==> config.mk <==
export PLATFORM = sky130hd
export DESIGN_NAME = imem_loader
export DESIGN_NICKNAME = d
export VERILOG_FILES = /design/src/rtl/imem_pkg.sv /design/src/rtl/byte_packer.sv /design/src/rtl/imem_loader.sv
export SDC_FILE = /design/constraint.sdc
export NUM_CORES = 1
export LEC_CHECK = 0
export CORE_ASPECT_RATIO = 0.9
export CORE_MARGIN = 5
export CORE_UTILIZATION = 47
export CTS_CLUSTER_DIAMETER = 50
export DETAILED_ROUTE_END_ITERATION = 10
export PLACE_DENSITY = 0.84
export RECOVER_POWER = 25
export SLEW_MARGIN = 20
export SYNTH_ARGS = -nofsm -noshare
export SYNTH_HDL_FRONTEND = slang
export SYNTH_SLANG_ARGS = --single-unit
==> constraint.sdc <==
create_clock -name clk -period 3 [get_ports clk]
set_input_delay 0.45 -clock clk [delete_from_list [all_inputs] [get_ports clk]]
set_output_delay 0.45 -clock clk [all_outputs]
set_load 0.02 [all_outputs]
==> src/rtl/imem_pkg.sv <==
// Shared types and constants for the instruction-memory boot loader.
// The FILL state is only reachable when IMEM_LOADER_FILL_EN is defined.
package imem_pkg;

    localparam int          IMEM_DEPTH_DEF = 128;
    localparam int          CNT_W_DEF      = 16;
    localparam logic [31:0] HALT_INSN      = 32'h00000063;

    typedef enum logic [2:0] {
        CNT_LO = 3'd0,
        CNT_HI = 3'd1,
        DATA   = 3'd2,
        FILL   = 3'd3,
        DONE   = 3'd4,
        ERR    = 3'd5
    } state_t;

    function automatic logic [31:0] word_addr(input logic [31:0] idx);
        return idx << 2;
    endfunction

endpackage

==> src/rtl/byte_packer.sv <==
// Packs a little-endian byte stream into 32-bit words; word_valid is
// asserted combinationally alongside the fourth byte of each word.
module byte_packer (
    input  logic        clk,
    input  logic        i_clear,
    input  logic        i_valid,
    input  logic [7:0]  i_byte,
    output logic        o_word_valid,
    output logic [31:0] o_word
);

    logic [1:0]  r_lane;
    logic [23:0] r_shift;

    // Only the three earlier bytes need storing; the fourth arrives on i_byte.
    always_ff @(posedge clk) begin
        if (i_clear) begin
            r_lane  <= '0;
            r_shift <= '0;
        end else if (i_valid) begin
            r_lane  <= r_lane + 2'd1;
            r_shift <= {i_byte, r_shift[23:8]};
        end
    end

    assign o_word_valid = i_valid && (r_lane == 2'd3);
    assign o_word       = {i_byte, r_shift};

endmodule

==> src/rtl/imem_loader.sv <==
// Boot loader: header word count, then 4N data bytes written to IMEM,
// core held in reset until done. IMEM_LOADER_FILL_EN pads IMEM with halts.
module imem_loader
    import imem_pkg::*;
#(
    parameter int IMEM_DEPTH = IMEM_DEPTH_DEF,
    parameter int CNT_W      = CNT_W_DEF
) (
    input  logic             clk,
    input  logic             rst_n,
    input  logic             rx_valid,
    input  logic [7:0]       rx_data,
    output logic             rx_ready,
    input  logic             reload,
    output logic             mem_we,
    output logic [31:0]      mem_addr,
    output logic [31:0]      mem_wdata,
    output logic             cpu_rst_n,
    output logic             load_done,
    output logic             load_err,
    output logic [CNT_W-1:0] words_loaded
);

    state_t           r_state, w_state_next;
    logic [7:0]       r_cnt_lo;
    logic [CNT_W-1:0] r_count, r_words_loaded, w_n_hdr;
    logic             r_mem_we, r_load_done, r_load_err;
    logic [31:0]      r_mem_addr, r_mem_wdata, w_word;
    logic             w_xfer, w_pack_valid, w_clear, w_reload_ok;
    logic             w_word_valid, w_last_word, w_hdr_bad;

    assign w_n_hdr     = CNT_W'({rx_data, r_cnt_lo});
    assign w_hdr_bad   = (w_n_hdr == '0) || (32'(w_n_hdr) > 32'(IMEM_DEPTH));
    assign w_last_word = w_word_valid && (r_words_loaded == r_count - CNT_W'(1));

    byte_packer u_packer (
        .clk          (clk),
        .i_clear      (w_clear),
        .i_valid      (w_pack_valid),
        .i_byte       (rx_data),
        .o_word_valid (w_word_valid),
        .o_word       (w_word)
    );

`ifdef IMEM_LOADER_FILL_EN
    logic [CNT_W-1:0] r_fill_idx;

    always_ff @(posedge clk) begin
        if (!rst_n)
            r_fill_idx <= '0;
        else if (w_last_word)
            r_fill_idx <= r_count;
        else if (r_state == FILL)
            r_fill_idx <= r_fill_idx + CNT_W'(1);
    end
`endif

    always_ff @(posedge clk) begin
        if (!rst_n)
            r_state <= CNT_LO;
        else
            r_state <= w_state_next;
    end

    always_comb begin
        w_state_next = r_state;
        case (r_state)
            CNT_LO: if (w_xfer) w_state_next = CNT_HI;
            CNT_HI: if (w_xfer) w_state_next = w_hdr_bad ? ERR : DATA;
            DATA: begin
                if (w_last_word) begin
`ifdef IMEM_LOADER_FILL_EN
                    w_state_next = (32'(r_count) == 32'(IMEM_DEPTH)) ? DONE : FILL;
`else
                    w_state_next = DONE;
`endif
                end
            end
`ifdef IMEM_LOADER_FILL_EN
            FILL: if (r_fill_idx == CNT_W'(IMEM_DEPTH - 1)) w_state_next = DONE;
`endif
            DONE, ERR: if (reload) w_state_next = CNT_LO;
            default: w_state_next = CNT_LO;
        endcase
    end

    // rx_ready depends on state only, never on rx_valid.
    always_comb begin
        rx_ready = 1'b0;
        case (r_state)
            CNT_LO, CNT_HI, DATA: rx_ready = 1'b1;
            default: rx_ready = 1'b0;
        endcase
        w_reload_ok  = reload && ((r_state == DONE) || (r_state == ERR));
        w_xfer       = rx_valid && rx_ready;
        w_pack_valid = w_xfer && (r_state == DATA);
        w_clear      = !rst_n || w_reload_ok;
    end

    always_ff @(posedge clk) begin
        if (!rst_n) begin
            r_cnt_lo       <= '0;
            r_count        <= '0;
            r_words_loaded <= '0;
            r_mem_we       <= 1'b0;
            r_mem_addr     <= '0;
            r_mem_wdata    <= '0;
            r_load_done    <= 1'b0;
            r_load_err     <= 1'b0;
        end else begin
            r_mem_we <= 1'b0;
            if (w_xfer && (r_state == CNT_LO))
                r_cnt_lo <= rx_data;
            if (w_xfer && (r_state == CNT_HI))
                r_count <= w_n_hdr;
            if (w_word_valid) begin
                r_mem_we       <= 1'b1;
                r_mem_addr     <= word_addr(32'(r_words_loaded));
                r_mem_wdata    <= w_word;
                r_words_loaded <= r_words_loaded + CNT_W'(1);
            end
`ifdef IMEM_LOADER_FILL_EN
            if (r_state == FILL) begin
                r_mem_we    <= 1'b1;
                r_mem_addr  <= word_addr(32'(r_fill_idx));
                r_mem_wdata <= HALT_INSN;
            end
`endif
            if (w_reload_ok)
                r_words_loaded <= '0;
            // Lags DONE by one cycle so the core is released after the final write.
            r_load_done <= (r_state == DONE) && !w_reload_ok;
            r_load_err  <= (w_state_next == ERR);
        end
    end

    assign mem_we       = r_mem_we;
    assign mem_addr     = r_mem_addr;
    assign mem_wdata    = r_mem_wdata;
    assign load_done    = r_load_done;
    assign cpu_rst_n    = r_load_done;
    assign load_err     = r_load_err;
    assign words_loaded = r_words_loaded;

endmodule

==> summary.md <==
| Metric | Value |
|---|---|
| Port Buffer Count | 80 |
| GR Util All Layers | 20.7% |
| Most frequent cells after synthesis | 209 x nand2_1, 120 x dfxtp_1, 74 x a21boi_0 |
| Post-route ant nets | 0 |
| Setup WS post-layout | 0.140 ns |
| Max-Cap Viols | 0 |
| Largest net degree at the start of global routing | 53 |
| Post CTS Setup Buffer Count | 0 |
| TritonRoute pass-1 iters | 5 |
| Hold Buf Count CTS | 0 |
| Ys Warns | 0 |
| Cell chosen for the clock root | clkbuf_16 |
| Vias in the first global route | 4549 |
| Drt wl/cell | 15.5 µm |
| CTS tree | yes |
| Crit path launch type | flop |
| Switching Share | 23.7% |
| Vias per cell | 5.31 |
| Chip width | 122 µm |
| Core ar. | 0.0109 mm² |
| Post-DP Area | 0.00614 mm² |
| Critical Setup Path Class | flop to flop |
| Cell type with the largest total area after synthesis | dfxtp_1 |
| Prevailing post-synth register cell | dfxtp_1 |
| Total power | 3950 µW |
| Clk pwr share | 53.7% |
| Layout area overhead | 27.7% |
| Hold Crit Depth | 2 |
| FF+latch count, synth | 120 |
| DRT iter0 DRCs | 327 |
| Comb pwr share | 5.1% |
| Ports | 97 |
| Max Slew Vio Count | 0 |
| Clock-pin transition on the worst setup and hold timing paths | 0.06 ns |
| Fraction of layout instances using a drive strength above 1 | 6.83% |
| DRC violation count after routing | 0 |
| Max frequency | 350 MHz |
| Cells after Synth | 651 |
| Initial antenna violation count | 0 |
| CTS buffer count | 17 |
| Routability cong. | 0.806 |
| CTS max path bufs | 2 |
| Die Span Y | 111 µm |
| P per Cell Area | 587 mW/mm² |
| Worst-Margin Slew | 1.15 ns |
| R2R cell count | 6 |
| Status | complete, no violations |
| CP max FO | 7 |
| Area of the multi-input gates | 0.00261 mm² |
| Netlist cell types | 54 |
| Worst endpoint data arrival time | 3.17 ns |
| Synth top area share | 45.5% |
| Slew Limit Headroom | 23.2% |
| Setup Viol. Count Final | 0 |
| Fin area | 0.00674 mm² |
| Number of synthesized flops with an enable pin | 0 |
| Synth top area cells | dfxtp_1 46%, nand2_1 15%, a21boi_0 11% |
| CTS Sinks | 120 |
| # resized after CTS | 0 |
| Pleak | 0.00231 µW |
| Die area | 0.0134 mm² |
| Clock Latency Late Sink | 0.42 ns |
| Post-synthesis cell area | 0.00528 mm² |
| Final net count | 734 |
| Rows | 36 |
| Minimum clock period | 2.86 ns |
| Ant. Diodes | 0 |
| Setup TNS | 0 ns |
| Ys async rst share | 0% |
| First-pass GRT wire length | 22.5 mm |
| Net Sw Power | 938 µW |
| Kind of end point of the critical path | flop |
| Final worst path period share | 95.3% |
| Register area share after synthesis | 45.5% |
| RSZ-0062 raised after global routing | no |
| Hold Fails Final Rpt | 0 |
| Setup WS pre-CTS | 0.132 ns |
| Clk_skew | 0.00977 ns |
| Initial Util | 48.4% |
| Int Pwr | 3010 µW |
| WL final | 13.7 mm |
| Reg power frac | 41.2% |
| Top-count cell post-synth | nand2_1 |
| Peak supply drop | 0.302 mV |
| H-tree levels | 4 |
| Gr ovfl total | 0 |
| DPL Wire Length | 9.57 mm |
| Critical Path RT | 3.31 ns |
| Fillers | 906 |
| Min-Delay Path Class | flop to flop |
| Routed via count | 4694 |
| Storage cell area | 0.00240 mm² |
| Avg Inst Size Synth | 8.10 µm² |
-- critical path: stages (launching register included) --
cell	delay (ns)
dfxtp_1	0.36
or4_4	0.58
or3_4	0.41
or4_1	0.50
a2111oi_1	0.43
o2111ai_1	0.22
a32o_1	0.25
-- state kept, by name, indices dropped and copies added (netlist names) --
signal and count:
u_packer.r_lane 2, cpu_rst_n 1, words_loaded 16, r_cnt_lo 8, mem_wdata 32, u_packer.r_shift 24, mem_addr 16, r_state 3
load_err 1, r_count 16, mem_we 1
-- worst paths after layout --
check / endpoint / from / slack, ns
min reg2reg: u_packer.r_shift[3] / u_packer.r_shift[3] / 0.45
max: r_state[1] / r_count[4] / 0.14
max reg2reg: r_state[1] / r_count[4] / 0.14
min: u_packer.r_shift[3] / u_packer.r_shift[3] / 0.45
-- cells by family (layout without fill, tap and decap cells) --
logic type | count (synthesis) | count (layout) | share of synthesized area, %
adders and majority gates | 3 | 3 | 0.711
AOI/OAI and AO/OA | 133 | 133 | 17.4
and+or+nand+nor | 299 | 299 | 24.9
buffers and inverters | 66 | 132 | 6.24
xor gates and xnor gates | 27 | 27 | 4.74
muxes | 2 | 2 | 0.379
other | 1 | 16 | 0.0711
DFF | 120 | 120 | 45.5
-- power by group through the flow --
stage	logic (µW)	registers, µW	clock network, µW
finish	201	1630	2120
global route	218	1630	2220
CTS	201	1630	2140
detailed placement	200	1660	0
global placement	196	1660	0
floorplan	157	1660	0
-- placed cells by master (no fill, tap or decap), types with 3 or more instances in the layout --
master           netlist  layout
nand3_1                7       7
xor2_1                15      15
clkbuf_16              0      17
clkinv_4               0       4
conb_1                 1      16
inv_1                  6       6
nor3_1                 8       8
nor3b_1                3       3
inv_6                  0       4
o21ai_0                6       6
clkdlybuf4s50_1        0      78
nand4_1                6       6
nand2b_1               7       7
nand2_1              209     209
bufinv_16              0       3
nor2b_1                4       4
buf_4                 17      12
or3_1                  5       5
nor4_1                 4       4
ha_1                   3       3
a21boi_0              74      74
xnor2_1               11      11
dfxtp_1              120     120
a21oi_1               34      34
or4_1                  5       5
nor2_1                25      24
and3_1                 3       3
-- per-stage QoR --
step	hold slack, ns	cells	util, %
after floorplan	0.437	666	-
after global placement	0.445	852	56.4
after detailed placement	0.449	852	56.4
after CTS	0.457	884	62.0
after global routing	0.484	884	61.8
final	0.455	884	61.8
-- routing by layer --
metal / vias up / track usage (%) / wire length (µm)
met4: 0 / 7.09 / 208
li1: 2283 / - / -
met1: 2217 / 27.3 / 6060
met2: 174 / 32.8 / 6450
met5: - / 0 / 0
met3: 20 / 5.27 / 983
-- area by class of cell --
cell class	instances	area share [%]
inverters	6	0.334
repair buffers	94	13.3
well taps	152	2.82
clock inverters	15	2.84
multi-input cells	480	38.8
clock buffers	17	6.31
flip-flops and latches	120	35.7
Note: power is estimated with default switching activity, not from simulation.
